`config.mk`:
```
export PLATFORM = sky130hd
export DESIGN_NAME = name_arbiter
export DESIGN_NICKNAME = d
export VERILOG_FILES = /design/src/rtl/name_arb_pkg.sv /design/src/rtl/name_arb_rr.sv /design/src/rtl/name_arbiter.sv
export SDC_FILE = /design/constraint.sdc
export NUM_CORES = 1
export LEC_CHECK = 0
export ABC_AREA = 1
export ABC_CLOCK_PERIOD_IN_PS = 2200
export BUFFER_PORTS_ARGS = -buffer_cell sky130_fd_sc_hd__buf_2
export CORE_ASPECT_RATIO = 1.2
export CORE_MARGIN = 2
export CORE_UTILIZATION = 30
export DETAILED_ROUTE_END_ITERATION = 6
export GPL_TIMING_DRIVEN = 1
export PLACE_DENSITY = 0.58
export RECOVER_POWER = 50
export SYNTH_ARGS = -nofsm -noshare
export SYNTH_HDL_FRONTEND = slang
export SYNTH_SLANG_ARGS = --single-unit
```
`constraint.sdc`:
```
create_clock -name clk -period 2.2 [get_ports clk]
set_input_delay 0.55 -clock clk [delete_from_list [all_inputs] [get_ports clk]]
set_output_delay 0.55 -clock clk [all_outputs]
set_load 0.02 [all_outputs]
```
`src/rtl/name_arb_pkg.sv`:
```
// Shared types and sizing for the name arbiter: FSM encoding, datapath widths
// and the default idle-timeout threshold.
package name_arb_pkg;

  typedef enum logic [1:0] {
    IDLE   = 2'd0,
    CLEAR  = 2'd1,
    STREAM = 2'd2,
    SAMPLE = 2'd3
  } state_t;

  localparam int IDLE_TIMEOUT_DEF = 16;
  localparam int CHAR_W           = 8;
  localparam int LEN_W            = 8;

endpackage

```
`src/rtl/name_arb_rr.sv`:
```
// Two-way round-robin pick: on contention the requester not served last wins,
// otherwise whichever single requester is valid.
module name_arb_rr (
  input  logic [1:0] valid,
  input  logic       last_grant,
  output logic       grant
);

  always_comb begin
    grant = 1'b0;
    if (valid == 2'b11) grant = ~last_grant;
    else if (valid[1])  grant = 1'b1;
  end

endmodule

```
`src/rtl/name_arbiter.sv`:
```
// Shares one string recognizer between two character streams, one whole string
// at a time, and reports length/match/abort for each finished string.
//
// state  | meaning
// IDLE   | waiting for any requester; arbitration registered on exit
// CLEAR  | one-cycle recognizer clear, length/idle counters zeroed
// STREAM | granted requester feeds the recognizer until last or timeout
// SAMPLE | result strobe; rec_out is valid this cycle
module name_arbiter
  import name_arb_pkg::*;
#(
  parameter int IDLE_TIMEOUT = IDLE_TIMEOUT_DEF
) (
  input  logic              clk,
  input  logic              reset,
  input  logic [1:0]        req_valid,
  input  logic [1:0]        req_last,
  input  logic [CHAR_W-1:0] req_char0,
  input  logic [CHAR_W-1:0] req_char1,
  output logic [1:0]        req_ready,
  output logic [CHAR_W-1:0] rec_name,
  output logic              rec_en,
  output logic              rec_reset,
  input  logic              rec_out,
  output logic              res_valid,
  output logic              res_id,
  output logic              res_match,
  output logic              res_abort,
  output logic [LEN_W-1:0]  res_len
);

  localparam int IDLE_W = $clog2(IDLE_TIMEOUT + 1);

  state_t             state, state_nxt;
  logic               grant, last_grant, rr_grant;
  logic [LEN_W-1:0]   len_cnt, len_q;
  logic [IDLE_W-1:0]  idle_cnt;
  logic               abort, id_q, match_q, abort_q;
  logic               valid_g, last_g, timeout;

  name_arb_rr u_rr (
    .valid      (req_valid),
    .last_grant (last_grant),
    .grant      (rr_grant)
  );

  assign valid_g = req_valid[grant];
  assign last_g  = req_last[grant];
  // This stalled cycle is the IDLE_TIMEOUT-th consecutive one
  assign timeout = (idle_cnt == IDLE_W'(IDLE_TIMEOUT - 1));

  always_ff @(posedge clk) begin
    if (reset) begin
      state      <= IDLE;
      grant      <= 1'b0;
      last_grant <= 1'b1;
      len_cnt    <= '0;
      idle_cnt   <= '0;
      abort      <= 1'b0;
      id_q       <= 1'b0;
      match_q    <= 1'b0;
      abort_q    <= 1'b0;
      len_q      <= '0;
    end else begin
      state <= state_nxt;
      case (state)
        IDLE: if (|req_valid) grant <= rr_grant;
        CLEAR: begin
          len_cnt  <= '0;
          idle_cnt <= '0;
          abort    <= 1'b0;
        end
        STREAM: begin
          if (valid_g) begin
            if (len_cnt != '1) len_cnt <= len_cnt + 1'b1;
            idle_cnt <= '0;
          end else begin
            idle_cnt <= idle_cnt + 1'b1;
            if (timeout) abort <= 1'b1;
          end
        end
        SAMPLE: begin
          last_grant <= grant;
          id_q       <= grant;
          match_q    <= rec_out & ~abort;
          abort_q    <= abort;
          len_q      <= len_cnt;
        end
        default: ;
      endcase
    end
  end

  // Result fields show live values during SAMPLE and hold them afterwards
  always_comb begin
    state_nxt = state;
    req_ready = 2'b00;
    rec_name  = '0;
    rec_en    = 1'b0;
    rec_reset = reset;
    res_valid = 1'b0;
    res_id    = id_q;
    res_match = match_q;
    res_abort = abort_q;
    res_len   = len_q;
    case (state)
      IDLE: if (|req_valid) state_nxt = CLEAR;
      CLEAR: begin
        rec_reset = 1'b1;
        state_nxt = STREAM;
      end
      STREAM: begin
        req_ready = grant ? 2'b10 : 2'b01;
        rec_name  = grant ? req_char1 : req_char0;
        rec_en    = valid_g;
        if (valid_g && last_g)      state_nxt = SAMPLE;
        else if (!valid_g && timeout) state_nxt = SAMPLE;
      end
      SAMPLE: begin
        res_valid = 1'b1;
        res_id    = grant;
        res_match = rec_out & ~abort;
        res_abort = abort;
        res_len   = len_cnt;
        state_nxt = IDLE;
      end
      default: state_nxt = IDLE;
    endcase
  end

endmodule

```
# == Word-level counts from Yosys, hierarchy flattened ==
# Cells that the tools add are included.
# classes
addsub,2
mul,0
div_mod_pow,0
magnitude_cmp,1
n_eq_ne,12
shift,0
muxes,29
n_bitwise,3
reduce_logical,10
# op_table
op,n
two-way mux 8 bit,5
one-hot mux 8 bit (2 select lines),1
two-way mux 1 bit,14
two-way mux 2 bit,5
"inequality test 2 bit, second input constant",5
one-hot mux 5 bit (2 select lines),1
"adder 8 x 1 -> 8 bit, second input constant",1
"inequality test 8 bit, second input constant",1
one-hot mux 2 bit (4 select lines),1
"== test 2 bit, second input constant",3
AND reduction 3 bit,2
"adder 5 x 1 -> 5 bit, second input constant",1
"== test 5 x 4 -> 1 bit, second input constant",1
two-way mux 5 bit,1
AND reduction 2 bit,2
"inequality test 3 bit, second input constant",1
"== test 2 x 1 -> 1 bit, second input constant",1
logical AND 1 bit,2
zero test 2 bit,1
"less-than comparator 1 x 2 -> 1 bit, second input constant",1
inverter 1 bit,2
one-hot mux 1 bit (2 select lines),1
nonzero test 2 bit,1
OR reduction 2 bit,1
other kinds (2),2
# totals
register_bits,29
latch_bits,0
ramBits,0
romBits,0
in_bits,23
output_inout_bits,24
word_cells,67
mem_count,0

# == Longest topological paths before layout ==
# Gate-level depths: netlist (run 1).
# depth
word_depth,7
mapped_depth,10

# == Modules after synthesis ==
# Synthesis (run 1) repeated with hierarchy kept, for this count alone.
# unflattened
hier_cells,222
hier_area_um2,1564.0
# modules_own_cells
mod,instances,cells_per_inst,area_each_um2,seq_area_each_um2
name_arbiter,1,220,1551.5,580.6
name_arb_rr,1,2,12.5,0.0

# == Worst setup path before layout (run 1) ==
# Ideal clock, no wire load.
# synth_path
path_kind,reg-to-output
from,register state[1]
to,output res_abort
t_arrival_ps,1465
t_required_ps,1650
path_slack_ps,185
stages_incl_launch_ff,6
path_buffers,2
path_cell_list,dfxtp_1 ha_1 buf_2 inv_1 buf_2 a21oi_1
# synth_between
elab_chain_len,2
# synth_lines
element,line,text
"start, declared",name_arbiter.sv:34,"state_t state, state_nxt;"
"start signal, assigned",name_arbiter.sv:65,state <= state_nxt;
== test 2 bit,name_arbiter.sv:106,case (state)
two-way mux 1 bit,name_arbiter.sv:106,
"end, declared",name_arbiter.sv:28,"output logic res_abort,"
# No other way between the ends.

# == Worst setup path after layout (run 1) ==
# layout_path
from,register state[1]
to,output res_match
# layout_between
elab_chain_len,2
# layout_lines
element,line,text
== test 2 bit,name_arbiter.sv:106,
two-way mux 1 bit,n/a,
"end, declared",name_arbiter.sv:27,"output logic res_match,"
# No other way between the ends.

==> impl_metrics.env, run 1 <==
export IMPL_post_route_util=0.381
export IMPL_finalCriticalPeriod_ns=2.06
export IMPL_slew_headroom=0.745
export IMPL_nFillCells=566
export IMPL_hold_depth=2
export IMPL_die_area_sq_um=6020
export IMPL_drt_initial_drc_count=102
export IMPL_async_flop_share=0
export IMPL_cpMaxStageDelayCell="dfxtp_1"
export IMPL_rsz0062_at_grt="no"
export IMPL_grt_busiest_layer="met2"
export IMPL_synth_cell_types=29
export IMPL_ir_worst_vdd_mv=0.368
export IMPL_cts_tree="done"
export IMPL_syn_to_final_growth_pct=23.6
export IMPL_hpwl_um=2980
export IMPL_cts_sinks=29
export IMPL_firstDrtPassIters=4
export IMPL_drv_cap=0
export IMPL_power_share_sequential=0.332
export IMPL_yosysTopAreaCell="dfxtp_1"
export IMPL_path_max_fanout=4
export IMPL_critPathArrivalTime_ns=1.51
export IMPL_start_util=0.308
export IMPL_r2r_end="len_cnt[3]"
export IMPL_synthAdderAreaFrac=0.0617
export IMPL_die_h_um=84.6
export IMPL_nNetsFinal=310
export IMPL_hold_path_class="register to register"
export IMPL_required_ns=1.65
export IMPL_port_buffers=46
export IMPL_hold_viol_final=0
export IMPL_grt_pass1_vias=1434
export IMPL_clk_pin_slew_ns=0.07
export IMPL_final_setup_skew_ns=0.0118
export IMPL_grt_max_degree=14
export IMPL_reg2reg_from="state[0]"
export IMPL_cts_resized=3
export IMPL_htreeDepth=2
export IMPL_synthSimpleGateAreaFrac=0.345
export IMPL_timing_final_crit_share=0.936
export IMPL_top_level_ports=47
export IMPL_p_leak_nw=1.01
export IMPL_grt_pass1_wl_um=6300
export IMPL_slowest_delay_ns=0.41
export IMPL_syn_inst=228
export IMPL_synthTopCellsByArea="dfxtp_1 (36%), nand2_1 (16%), a21oi_1 (6.8%), ha_1 (6.2%), nand3_1 (4.9%)"
export IMPL_vias_per_cell=4.56
export IMPL_power_net_switching_uw=876
export IMPL_grt_overflow_total=0
export IMPL_synth_compound_area_frac=0.144
export IMPL_n_antenna_cell=0
export IMPL_slew_viol_final=0
export IMPL_status="complete, no violations"
export IMPL_power_per_cell_area_nw_per_um2=1010
export IMPL_synth_edf_count=0
export IMPL_cpMostUsedCell="nand2_1"
export IMPL_min_to="len_q[7]"
export IMPL_clock_latency_ns=0.29
export IMPL_syn_area_sq_um=1620
export IMPL_cts_buffers=5
export IMPL_cts_root_buf="clkbuf_8"
export IMPL_ys_seq_area_frac=0.358
export IMPL_syn_nets=259
export IMPL_grt_antenna_before_repair=0
export IMPL_core_sq_um=5260
export IMPL_grt_use_met2=0.226
export IMPL_yosysMostFrequentCell="nand2_1"
export IMPL_pwr_share_comb=0.453
export IMPL_synth_warnings=0
export IMPL_drive_gt1_frac=0.264
export IMPL_grt_usage=0.131
export IMPL_fin_setup_tns_ns=0
export IMPL_synth_area_mux_share=0
export IMPL_rrSetupSlack_ns=0.42
export IMPL_ant_nets=0
export IMPL_holdCritStartpoint="len_q[7]"
export IMPL_wl_um=3870
export IMPL_post_route_drc_count=0
export IMPL_synth_xor_area_frac=0.00540
export IMPL_worstMarginPinSlew_ns=0.382
export IMPL_detail_route_wl_per_cell_um=11.3
export IMPL_fp_dieW_um=71.1
export IMPL_synth_common_cells="nand2_1 (70), dfxtp_1 (29), a21oi_1 (22), inv_1 (19), nor2_1 (18)"
export IMPL_hold_buffers=0
export IMPL_finalSetupViolations=0
export IMPL_synth_top_area_share=0.358
export IMPL_finalWeightedCongestion=0.801
export IMPL_post_cts_buffers=0
export IMPL_synth_seq_cells=29
export IMPL_grtUsageMet3=0.0312
export IMPL_p_sw_frac=0.433
export IMPL_p_int_mw=1.15
export IMPL_synth_top_family_by_area="simple AND/OR/NAND/NOR gates"
export IMPL_cts_max_path_buffers=2
export IMPL_met1_usage=0.156
export IMPL_rows=29
export IMPL_syn_avg_cell_area_sq_um=7.12
export IMPL_ff2ff_path_depth=10
export IMPL_cp_cell_sequence="ha_1 -> inv_1 -> nor2_1 -> nand2_1 -> nand2_1 -> buf_2"
export IMPL_endpoint_kind="primary output"
export IMPL_num_vias=1558
export IMPL_max_freq_mhz=486
export IMPL_pwr_share_clk=0.215
export IMPL_ys_flop_type="dfxtp_1"
export IMPL_start_kind="register"
export IMPL_crit_type="register to primary output"
## kinds of logic after synthesis
kind of cell             after synthesis
AND/OR/NAND/NOR                      121
XOR/XNOR                               1
AO/OA/AOI/OAI                         39
buffers and inverters                 30
adder cells (fa/ha/maj)                8
flip-flops                            29
## state kept, by name (all words and copies together), names as in the netlist
name,cells
abort,1
state,2
last_grant,1
idle_cnt,5
grant,1
len_cnt,8
abort_q,1
match_q,1
id_q,1
len_q,8
## critical path: cells and delay by family (launching register included)
| kind | cells | cell delay [ns] |
|---|---|---|
| flip-flops | 1 | 0.41 |
| AND/OR/NAND/NOR | 3 | 0.33 |
| adder cells (fa/ha/maj) | 1 | 0.25 |
| buffers and inverters | 2 | 0.22 |
## metal layers
| metal | wire (um) | part of all wire |
|---|---|---|
| met1 | 1750 | 0.45 |
| met2 | 1960 | 0.51 |
| met3 | 106 | 0.027 |
| met4 | 63 | 0.016 |
| met5 | 0 | 0 |
## power by group through the flow
stage | combinational, mW | clock (mW) | sequential, mW
4_1_cts | 0.954 | 0.452 | 0.667
3_3_place_gp | 0.936 | 0 | 0.677
2_1_floorplan | 0.724 | 0 | 0.652
5_1_grt | 1.03 | 0.480 | 0.679
3_5_place_dp | 0.945 | 0 | 0.678
6_report | 0.917 | 0.435 | 0.671
## stage by stage
step,worst slack (ns),hold WS (ns),cells,instance area [sq um],power (mW)
after global placement,0.238,0.456,334,1920,1.61
after CTS,0.0567,0.470,342,2020,2.07
after floorplan,0.185,0.429,228,1620,1.38
after detailed placement,0.195,0.455,334,1920,1.62
final,0.142,0.467,342,2010,2.02
after global routing,0.0114,0.495,342,2010,2.19
## how the worst max path moves through the flow
| stage | from | endpoint | slack, ns | cells past startpoint |
|---|---|---|---|---|
| after floorplan | state[1] | res_abort | 0.18 | 5 |
| after global placement | state[0] | rec_name[0] | 0.24 | 6 |
| after detailed placement | state[0] | rec_name[2] | 0.19 | 6 |
| after CTS | state[0] | rec_name[2] | 0.06 | 6 |
| after global routing | state[1] | res_match | 0.01 | 6 |
| final | state[1] | res_match | 0.14 | 6 |
## area by class of cell
| type | count | area (sq um) | share of cell area |
|---|---|---|---|
| inverter | 23 | 96.3 | 0.0480 |
| sequential | 29 | 581 | 0.289 |
| tap | 62 | 77.6 | 0.0387 |
| timing repair buffer | 51 | 268 | 0.134 |
| multi-input combinational | 169 | 897 | 0.447 |
| clock buffer | 5 | 68.8 | 0.0343 |
| clock inverter | 3 | 17.5 | 0.00873 |
## cell usage in the layout (no fill, tap or decap)
cell and count:
o21a_1 1, nand3b_1 1, clkinvlp_4 1, clkinv_2 2, nor2_8 1, nand3_1 16
xor2_1 1, nand2_4 2, o21ai_0 6, a21oi_1 22, dfxtp_1 29, inv_1 19
clkinv_1 1, a211oi_1 1, ha_4 1, nand2_2 4, nand2_1 72, nor2_1 18
nor2_4 2, clkbuf_8 5, a21oi_2 1, a22o_1 8, buf_4 5, buf_2 46
nor3_1 4, ha_1 7, or2_2 1, inv_8 1, inv_4 1, inv_2 1
Power figures use the tool's default switching activity.
==> run 2, diff against run 1 <==
--- a/config.mk
+++ b/config.mk
@@ -15,6 +15,7 @@
 export GPL_TIMING_DRIVEN = 1
 export PLACE_DENSITY = 0.58
 export RECOVER_POWER = 50
+export SETUP_SLACK_MARGIN = 0.15
 export SYNTH_ARGS = -nofsm -noshare
 export SYNTH_HDL_FRONTEND = slang
 export SYNTH_SLANG_ARGS = --single-unit
==> run 2 against run 1 <==
Via count up 0.90%. Critical path depth unchanged. Count of clock-buffer cells in the layout unchanged. Worst setup slack better by 0.064 ns. Sequential power up 1%. Clock power about the same. Combinational power up 2.7%. First-iteration DRC count up 0.98%. Core utilization up 0.57 points. Largest cell class unchanged. Final cell count up 0.58%.
==> impl_metrics.env, run 2 (same netlist as run 1, synthesis figures left out) <==
export IMPL_post_route_drc_count=0
export IMPL_top_level_ports=47
export IMPL_r2r_end="len_cnt[3]"
export IMPL_hpwl_um=2980
export IMPL_endpoint_kind="primary output"
export IMPL_grt_usage=0.132
export IMPL_power_per_cell_area_nw_per_um2=1010
export IMPL_finalWeightedCongestion=0.801
export IMPL_reg2reg_from="state[0]"
export IMPL_top_regs="len_cnt: 8 flops, len_q: 8 flops, idle_cnt: 5 flops"
export IMPL_pwr_share_clk=0.212
export IMPL_path_max_fanout=4
export IMPL_power_share_sequential=0.330
export IMPL_cts_buffers=5
export IMPL_worst_hold_slack_ns=0.467
export IMPL_wl_um=3920
export IMPL_p_sw_frac=0.434
export IMPL_hold_path_class="register to register"
export IMPL_hold_buffers=0
export IMPL_core_sq_um=5260
export IMPL_p_int_mw=1.16
export IMPL_fp_dieW_um=71.1
export IMPL_slew_viol_final=0
export IMPL_drv_cap=0
export IMPL_worstMarginPinSlew_ns=0.368
export IMPL_power_net_switching_uw=893
export IMPL_total_power_mw=2.06
export IMPL_finalSetupViolations=0
export IMPL_die_h_um=84.6
export IMPL_num_vias=1572
export IMPL_htreeDepth=2
export IMPL_hold_depth=2
export IMPL_grt_max_degree=14
export IMPL_critPathArrivalTime_ns=1.44
export IMPL_ir_worst_vdd_mv=0.369
export IMPL_drive_gt1_frac=0.287
export IMPL_die_area_sq_um=6020
export IMPL_crit_start="state[0]"
export IMPL_timing_final_crit_share=0.906
export IMPL_ff2ff_path_depth=10
export IMPL_final_common_cell="nand2_1"
export IMPL_clk_pin_slew_ns=0.07
export IMPL_grt_overflow_total=0
export IMPL_final_cell_mix="nand2_1 (71), buf_2 (45), dfxtp_1 (27), a21oi_1 (22), inv_1 (18)"
export IMPL_crit_type="register to primary output"
export IMPL_cts_sinks=29
export IMPL_cts_tree="done"
export IMPL_ant_nets=0
export IMPL_start_util=0.308
export IMPL_nNetsFinal=312
export IMPL_holdCritStartpoint="len_q[4]"
export IMPL_n_antenna_cell=0
export IMPL_p_leak_nw=1.04
export IMPL_required_ns=1.65
export IMPL_grt_antenna_before_repair=0
export IMPL_vias_per_cell=4.57
export IMPL_cts_root_buf="clkbuf_8"
export IMPL_grt_pass1_wl_um=6310
export IMPL_syn_to_final_growth_pct=25.4
export IMPL_grt_pass1_vias=1441
export IMPL_cts_max_path_buffers=2
export IMPL_pwr_share_comb=0.458
export IMPL_fin_setup_tns_ns=0
export IMPL_final_setup_skew_ns=0.0120
export IMPL_status="complete, no violations"
export IMPL_clock_latency_ns=0.29
export IMPL_min_to="len_q[4]"
export IMPL_max_freq_mhz=501
export IMPL_finalCriticalPeriod_ns=1.99
export IMPL_slew_headroom=0.754
export IMPL_port_buffers=46
export IMPL_firstDrtPassIters=4
export IMPL_rrSetupSlack_ns=0.45
export IMPL_rsz0062_at_grt="yes"
export IMPL_drt_initial_drc_count=103
export IMPL_hold_viol_final=0
export IMPL_rows=29
export IMPL_nFillCells=564
export IMPL_detail_route_wl_per_cell_um=11.4
export IMPL_start_kind="register"
## run 2: layout make-up
| cell class | count | area [sq um] | area share |
|---|---|---|---|
| multi-input cells | 170 | 913 | 0.449 |
| flip-flops and latches | 29 | 583 | 0.286 |
| repair buffers | 51 | 274 | 0.135 |
| inverters | 23 | 96.3 | 0.0473 |
| well taps | 62 | 77.6 | 0.0381 |
| clock buffers | 5 | 68.8 | 0.0338 |
| clock inverters | 3 | 17.5 | 0.00860 |
| repair inverters | 1 | 5.00 | 0.00246 |
## run 2: power by group through the flow
stage	Clock, mW	Combinational, mW	Sequential (mW)
2_1_floorplan	0	0.724	0.652
3_3_place_gp	0	0.936	0.677
3_5_place_dp	0	0.945	0.678
4_1_cts	0.452	0.969	0.674
5_1_grt	0.480	1.05	0.687
6_report	0.435	0.942	0.678
## run 2: through the flow
stage	utilization	cell area (sq um)	std cells	setup slack (ns)
floorplan	-	1620	228	0.185
global placement	0.366	1920	334	0.238
detailed placement	0.366	1920	334	0.195
CTS	0.388	2040	343	0.148
global route	0.387	2040	344	0.114
finish	0.387	2040	344	0.206
## run 2: how the worst max path moves through the flow
| stage | to | cells after the start |
|---|---|---|
| 6_report | rec_name[0] | 6 |
| 5_1_grt | res_len[7] | 6 |
| 4_1_cts | rec_name[2] | 6 |
| 2_1_floorplan | res_abort | 5 |
| 3_5_place_dp | rec_name[2] | 6 |
| 3_3_place_gp | rec_name[0] | 6 |
## run 2: layer usage
metal	GRT usage	vias to the layer above	part of all wire
met2	0.227	20	0.50
met4	0.0515	0	0.016
met5	0	-	0
met1	0.156	702	0.45
met3	0.0312	7	0.028
li1	-	843	-
## run 2: critical path, stage by stage, from the launching register on
cell	delay (ns)
dfxtp_1	0.33
inv_2	0.11
ha_4	0.19
inv_8	0.04
nor2_2	0.18
a22o_1	0.15
buf_2	0.15
## run 2: what timing repair did
action                     4_1_cts  5_1_grt
pin swaps                        0        1
setup endpoints to repair       11       16
resized for setup                9        7
buffers inserted                 0        0
gates cloned                     1        1
